`src/rtl/quad_pkg.sv`:
```
// Shared types and constants for the quadrature decoder.
package quad_pkg;

  // Decoder control states.
  typedef enum logic {
    ST_INIT = 1'b0,
    ST_RUN  = 1'b1
  } state_t;

  // Cycles spent in ST_INIT after reset releases.
  localparam int unsigned INIT_CYCLES = 3;
  localparam int unsigned INIT_CNT_W  = $clog2(INIT_CYCLES);

  // Direction encoding for up_down.
  localparam logic UP   = 1'b1;
  localparam logic DOWN = 1'b0;

  // Next phase {A,B} in the up direction: 00 -> 01 -> 11 -> 10 -> 00.
  function automatic logic [1:0] up_next(input logic [1:0] ph);
    logic [1:0] nxt;
    nxt = 2'b00;
    unique case (ph)
      2'b00: nxt = 2'b01;
      2'b01: nxt = 2'b11;
      2'b11: nxt = 2'b10;
      2'b10: nxt = 2'b00;
      default: nxt = 2'b00;
    endcase
    return nxt;
  endfunction

endpackage

```
`src/rtl/debounce_filter.sv`:
```
// Two-flop synchroniser followed by a persistence filter for one encoder channel.
module debounce_filter #(
  parameter int unsigned DEB_CYCLES = 4
) (
  input  logic clk,
  input  logic rst,
  input  logic bypass,
  input  logic din,
  output logic dout
);

  localparam int unsigned         CNT_W    = $clog2(DEB_CYCLES + 1);
  localparam logic [CNT_W-1:0]    CNT_LAST = CNT_W'(DEB_CYCLES - 1);

  logic             s1;
  logic             s2;
  logic [CNT_W-1:0] cnt;

  // Bring the asynchronous channel into the clk domain.
  always_ff @(posedge clk) begin
    if (rst) begin
      s1 <= 1'b0;
      s2 <= 1'b0;
    end else begin
      s1 <= din;
      s2 <= s1;
    end
  end

  // Accept a new level only after it has persisted for DEB_CYCLES cycles.
  always_ff @(posedge clk) begin
    if (rst) begin
      dout <= 1'b0;
      cnt  <= '0;
    end else if (bypass) begin
      dout <= s2;
      cnt  <= '0;
    end else if (s2 != dout) begin
      if (cnt == CNT_LAST) begin
        dout <= s2;
        cnt  <= '0;
      end else begin
        cnt <= cnt + CNT_W'(1);
      end
    end else begin
      cnt <= '0;
    end
  end

endmodule

```
`src/rtl/quad_decoder.sv`:
```
// Quadrature decoder: debounced A/B channels to step strobe, direction and error pulse.
module quad_decoder
  import quad_pkg::*;
#(
  parameter int unsigned DEB_CYCLES = 4
) (
  input  logic clk,
  input  logic rst,
  input  logic a_in,
  input  logic b_in,
  output logic step,
  output logic up_down,
  output logic err
);

  state_t                state;
  logic [INIT_CNT_W-1:0] init_cnt;
  logic                  settled;
  logic                  bypass;
  logic                  deb_a;
  logic                  deb_b;
  logic [1:0]            cur;
  logic [1:0]            prev;

  // Filters load their synchronised input directly while initialising.
  always_comb begin
    bypass = (state == ST_INIT);
    cur    = {deb_a, deb_b};
  end

  debounce_filter #(
    .DEB_CYCLES(DEB_CYCLES)
  ) u_deb_a (
    .clk   (clk),
    .rst   (rst),
    .bypass(bypass),
    .din   (a_in),
    .dout  (deb_a)
  );

  debounce_filter #(
    .DEB_CYCLES(DEB_CYCLES)
  ) u_deb_b (
    .clk   (clk),
    .rst   (rst),
    .bypass(bypass),
    .din   (b_in),
    .dout  (deb_b)
  );

  // Control FSM, phase history and registered decode outputs.
  always_ff @(posedge clk) begin
    if (rst) begin
      state    <= ST_INIT;
      init_cnt <= '0;
      settled  <= 1'b0;
      prev     <= '0;
      step     <= 1'b0;
      err      <= 1'b0;
      up_down  <= UP;
    end else begin
      step <= 1'b0;
      err  <= 1'b0;
      prev <= cur;
      unique case (state)
        ST_INIT: begin
          settled <= 1'b0;
          if (init_cnt == INIT_CNT_W'(INIT_CYCLES - 1)) begin
            state    <= ST_RUN;
            init_cnt <= '0;
          end else begin
            init_cnt <= init_cnt + INIT_CNT_W'(1);
          end
        end
        ST_RUN: begin
          // The bypassed value loaded on the last INIT edge is still one
          // cycle ahead of prev, so the first RUN cycle only realigns prev.
          settled <= 1'b1;
          if (settled && (cur != prev)) begin
            if (cur == up_next(prev)) begin
              step    <= 1'b1;
              up_down <= UP;
            end else if (prev == up_next(cur)) begin
              step    <= 1'b1;
              up_down <= DOWN;
            end else begin
              err <= 1'b1;
            end
          end
        end
        default: state <= ST_INIT;
      endcase
    end
  end

endmodule

```
`config.mk`:
```
export PLATFORM = sky130hd
export DESIGN_NAME = quad_decoder
export DESIGN_NICKNAME = d
export VERILOG_FILES = /design/src/rtl/quad_pkg.sv /design/src/rtl/debounce_filter.sv /design/src/rtl/quad_decoder.sv
export SDC_FILE = /design/constraint.sdc
export NUM_CORES = 1
export LEC_CHECK = 0
export CAP_MARGIN = 20
export CORE_UTILIZATION = 49
export CTS_CLUSTER_SIZE = 28
export DETAILED_ROUTE_END_ITERATION = 12
export DONT_BUFFER_PORTS = 1
export PLACE_DENSITY = 0.68
export SLEW_MARGIN = 25
export SYNTH_ARGS = -nofsm -noshare
export SYNTH_HDL_FRONTEND = slang
export SYNTH_SLANG_ARGS = --single-unit
```
`constraint.sdc`:
```
create_clock -name clk -period 1.2 [get_ports clk]
set_input_delay 0.18 -clock clk [delete_from_list [all_inputs] [get_ports clk]]
set_output_delay 0.18 -clock clk [all_outputs]
set_load 0.01 [all_outputs]
```
# After elaboration in Yosys (flattened, before gate mapping)
# Cells that the tools add are included.
[word_totals]
register_bits = 21
inputBits = 4
out_inout_bits = 3
word_cells = 75
[op_classes]
add_sub_neg = 3
n_eq_ne = 18
n_mux = 24
n_bitwise = 4
reduce_logical = 11
[op_table]
columns = ["cell", "count"]
rows = [
  ["2-bit two-way mux", 8],
  ["2-bit case mux with 4 select lines", 2],
  ["1-bit two-way mux", 13],
  ["4-bit OR reduction", 3],
  ["2-bit == test (second input constant)", 5],
  ["2-bit by 1-bit inequality test with 1-bit output (second input constant)", 4],
  ["3-bit by 1-bit adder with 3-bit output (second input constant)", 2],
  ["3-bit by 2-bit == test with 1-bit output (second input constant)", 2],
  ["2-bit by 1-bit == test with 1-bit output (second input constant)", 2],
  ["2-bit == test", 2],
  ["2-bit logical NOT", 2],
  ["1-bit inverter", 4],
  ["2-bit AND reduction", 2],
  ["3-bit AND reduction", 1],
  ["3-bit OR reduction", 1],
  ["2-bit by 1-bit adder with 2-bit output (second input constant)", 1],
  ["1-bit inequality test", 2],
  ["2-bit inequality test", 1],
  ["1-bit case mux with 2 select lines", 1],
  ["2-bit nonzero test", 1],
  ["1-bit logical AND", 1],
]

# Depth between registers and ports, before layout
[logic_depth]
depth_word = 13
ltp_mapped = 5
mapped_depth_nobuf = 5

# Hierarchy
# A second synthesis with hierarchy kept.
[hier_totals]
cells_unflattened = 73
area_unflattened_um2 = 798.3
[by_module_without_submodules]
columns = ["module", "instances", "cells_each", "area_per_inst_um2", "seq_area_each_um2"]
rows = [
  ["debounce_filter", 2, 19, 222.7, 120.1],
  ["quad_decoder", 1, 35, 352.8, 180.2],
]

# Least setup slack after synthesis
# Ideal clock, no wire load.
[synth_path]
path_type = "register to register"
from = "register u_deb_a.cnt[0]"
to = "register u_deb_a.cnt[0]"
setup_ns = 0.065
t_arrival_ns = 1.201
required_ns = 1.135
path_slack_ns = -0.066
path_stages_with_launch = 6
period_less_slack_ns = 1.266
cell_sequence = "dfxtp_1 > ha_1 > ha_1 > nand2b_1 > or3_1 > nor2_1"
[synth_between]
elab_chain_len = 2
elab_cells_between_ends = 3
cone_classes = "add/sub (1); eq/ne (1); reduce/logical (1)"
[synth_rtl]
columns = ["item", "line_no", "source"]
rows = [
  ["start, declared", "debounce_filter.sv:17", "logic [CNT_W-1:0] cnt;"],
  ["start signal, assigned", "debounce_filter.sv:43", "cnt <= cnt + CNT_W'(1);"],
  ["branches (longest 2 deep; another with 3-bit by 1-bit adder with 3-bit output)", "-", ""],
]
# Several ways; the timed one is not identified.
# A chain may end at the register's enable or synchronous reset.

# Worst setup path in the final report
[layout_path]
from = "register u_deb_a.cnt[0]"
to = "register u_deb_a.cnt[1]"
# The elaborated chain is that of the path after synthesis.

==> qor.yml <==
sta:
  slew_violations: 0
  setup_viol: 8
  min_period_over_period_pct: 111
  rsz0062_at_grt: "true"
  hold_viol_final: 0
  clock.fmax_mhz: 752
  fin_skew_ns: 0.00922
  max-slew-margin-rel_pct: 63.2
  fin_crit_ns: 1.33
  fin_ws_ns: -0.129
  max_slew.worst_pin.slew_ns: 0.550
global_routing:
  grt_overflow: 0
  antenna_found_initial: 0
  first_global_vias: 530
  grt_pass1_wl_um: 2090
  grt_use_total_pct: 16.1
  grt_max_degree: 15
synth:
  synth_commonest_cells: "dfxtp_1, nor2_1, nor2b_1"
  yosys.area.top_type_share_pct: 54.5
  netlist.top_cell.by_area: "dfxtp_1"
  synth-main-ff-cell: "dfxtp_1"
  ys_warn_count: 0
  synth_cell_types: 19
  avgSynthCellArea_um2: 10.0
  synthesis.nets: 85
  seq_area_frac_synth_pct: 54.5
  synth_edf_count: 0
  synth_area_leaders: "dfxtp_1, ha_1, nor2b_1"
  netlist_area_um2: 771
  synth_cells: 77
  yosysMostFrequentCell: "dfxtp_1"
  ys_async_sr_fraction_pct: 0
  ys_ff_latch: 21
placement:
  io_buffer_count: 0
  dpl.hpwl_um: 765
  place_area_um2: 857
  place_congestion: 0.693
  pre_cts_ws_ns: -0.116
cells_and_area:
  diodes: 0
  syn_to_final_growth_pct: 28.7
  drive_above_1_share_pct: 36.4
  nNetsFinal: 97
  fin_area_um2: 992
floorplan:
  fp.coreArea_um2: 1380
  io_pins: 7
  die_height_um: 41.7
  rows: 13
  die_area_um2: 1740
  initial_utilization_pct: 55.7
  die_w_um: 41.7
critical_path:
  slowest_delay_ns: 0.39
  endpoint_kind: "register"
  crit_required_ns: 1.44
  worst-path-stages: 5
  slowest_stage: "or3_4"
  arrival_ns: 1.57
  crit_chain: "ha_4, ha_4, nand2b_4, or3_4, nor2_1"
  cpMostUsedCell: "ha_4"
  start_kind: "register"
  critPathBufInv: 0
  cp_max_fo: 3
  r2r.worst_path.cells: 5
  crit_family: "simple AND/OR/NAND/NOR gates"
  path_class: "register to register"
pwr:
  power.leakage_nw: 0.391
  p_int_mw: 0.926
  seqPwrFrac_pct: 62.8
  p_total_mw: 1.21
  p_clk_share_pct: 27.0
  p_switching_mw: 0.285
  p_per_area_nw_per_um2: 1220
  switching_share_pct: 23.5
  combinationalPowerShare_pct: 10.2
  ir_drop_v: 0.000870
routing:
  drt_iter0_drc: 3
  first_pass_iters: 3
  ant_nets: 0
  drc: 0
  post_drt_wl_per_cell_um: 11.1
  wl_um: 1140
  vias: 513
  vias_per_cell: 4.98
clock_tree:
  clock-sinks: 21
  cts_max_path_buffers: 2
  h-tree-depth: 1
  clk_latency_ns: 0.30
  cts_buffers: 3
  cts_tree: "yes"
  cts.root.buffer_cell: "clkbuf_4"
  clk_pin_slew_ns: 0.12
job:
  max_cap_violations: 0
status:
  outcome: "finished, violations left"
  violations: "negative setup slack"
hold_path:
  holdPathStages: 1
  hp-class: "input pin to register"
[through the flow]
stage	setup TNS (ns)	instances	utilization, %	hold slack [ns]
after global routing	-1.14	103	71.8	0.0349
final	-0.756	103	71.8	0.0451
after CTS	-0.793	102	69.3	0.0370
after detailed placement	-0.672	95	62.0	0.254
after floorplan	-0.248	77	-	0.308
after global placement	-0.432	95	62.0	0.251
[layout by cell type, fill, tap and decap left out]
cell           count
o211ai_2           1
nand2b_4           2
nor3_1             2
nor2_1             7
nor2_2             4
or3_4              2
buf_4              6
xor2_1             2
clkbuf_4           3
a21oi_1            3
mux2i_1            2
dlygate4sd3_1      3
dfxtp_1           14
inv_1              5
o311a_1            1
dfxtp_2            7
xnor2_1            4
o21ai_0            1
xor2_2             1
clkinv_2           1
ha_4               4
buf_6              1
nor3b_1            1
nand2_1            3
nor2b_1            7
or3_1              1
[sequential cells by signal, summed over array words and instances, names as in the netlist]
signal,flops
u_deb_a.cnt,3
u_deb_b.cnt,3
init_cnt,2
prev,2
err,1
settled,1
state,1
step,1
u_deb_a.dout,1
u_deb_a.s1,1
u_deb_a.s2,1
u_deb_b.dout,1
u_deb_b.s1,1
u_deb_b.s2,1
up_down,1
[layer usage]
metal | part of all wire (%) | vias up | global-route usage, %
li1 | - | 267 | -
met2 | 49 | 7 | 27.5
met4 | 0.96 | 0 | 11.6
met1 | 47 | 237 | 17.2
met5 | 0 | - | 0
met3 | 2.3 | 2 | 3.91
[final timing paths]
path / slack [ns] / to / startpoint
min: 0.05 / up_down / rst
max: -0.13 / u_deb_a.cnt[1] / u_deb_a.cnt[0]
min reg2reg: 0.43 / u_deb_b.cnt[0] / u_deb_b.cnt[0]
max reg2reg: -0.13 / u_deb_a.cnt[1] / u_deb_a.cnt[0]
[power by group through the flow]
stage               sequential (mW)  clock, mW  combinational [mW]
detailed placement            0.774          0               0.105
global placement              0.773          0               0.101
CTS                           0.759      0.343               0.120
global route                  0.765      0.378               0.141
finish                        0.760      0.327               0.123
floorplan                     0.763          0              0.0928
[logic make-up after synthesis]
logic type	after synthesis	share of synthesized area [%]
AND/OR/NAND/NOR	29	18.8
buffers and inverters	8	4.06
XOR/XNOR	7	7.95
AO/OA/AOI/OAI	6	5.52
adder cells (fa/ha/maj)	4	6.49
multiplexers	2	2.60
flip-flops	21	54.5
[worst reg2reg max path, cell delays in order (launching register included)]
cell and delay, ns:
dfxtp_2 0.35, ha_4 0.16, ha_4 0.14, nand2b_4 0.13
or3_4 0.39, nor2_1 0.09
[what timing repair did]
| item | 4_1_cts | 5_1_grt |
|---|---|---|
| endpoints found under the setup margin | 8 | 11 |
| gates resized for setup | 7 | 10 |
| hold buffers | 3 | 0 |
| pin swaps | 3 | 0 |
| hold endpoints to repair | 14 | 0 |
| setup buffers | 0 | 1 |
[area by class of cell]
type,instances,area (um2)
Sequential cell,21,429
Timing Repair Buffer,10,86.3
Fill cell,92,390
Clock inverter,1,5.00
Multi-Input combinational cell,48,412
Clock buffer,3,22.5
Inverter,5,18.8
Tap cell,15,18.8
Note: power is estimated with default switching activity, not from simulation.
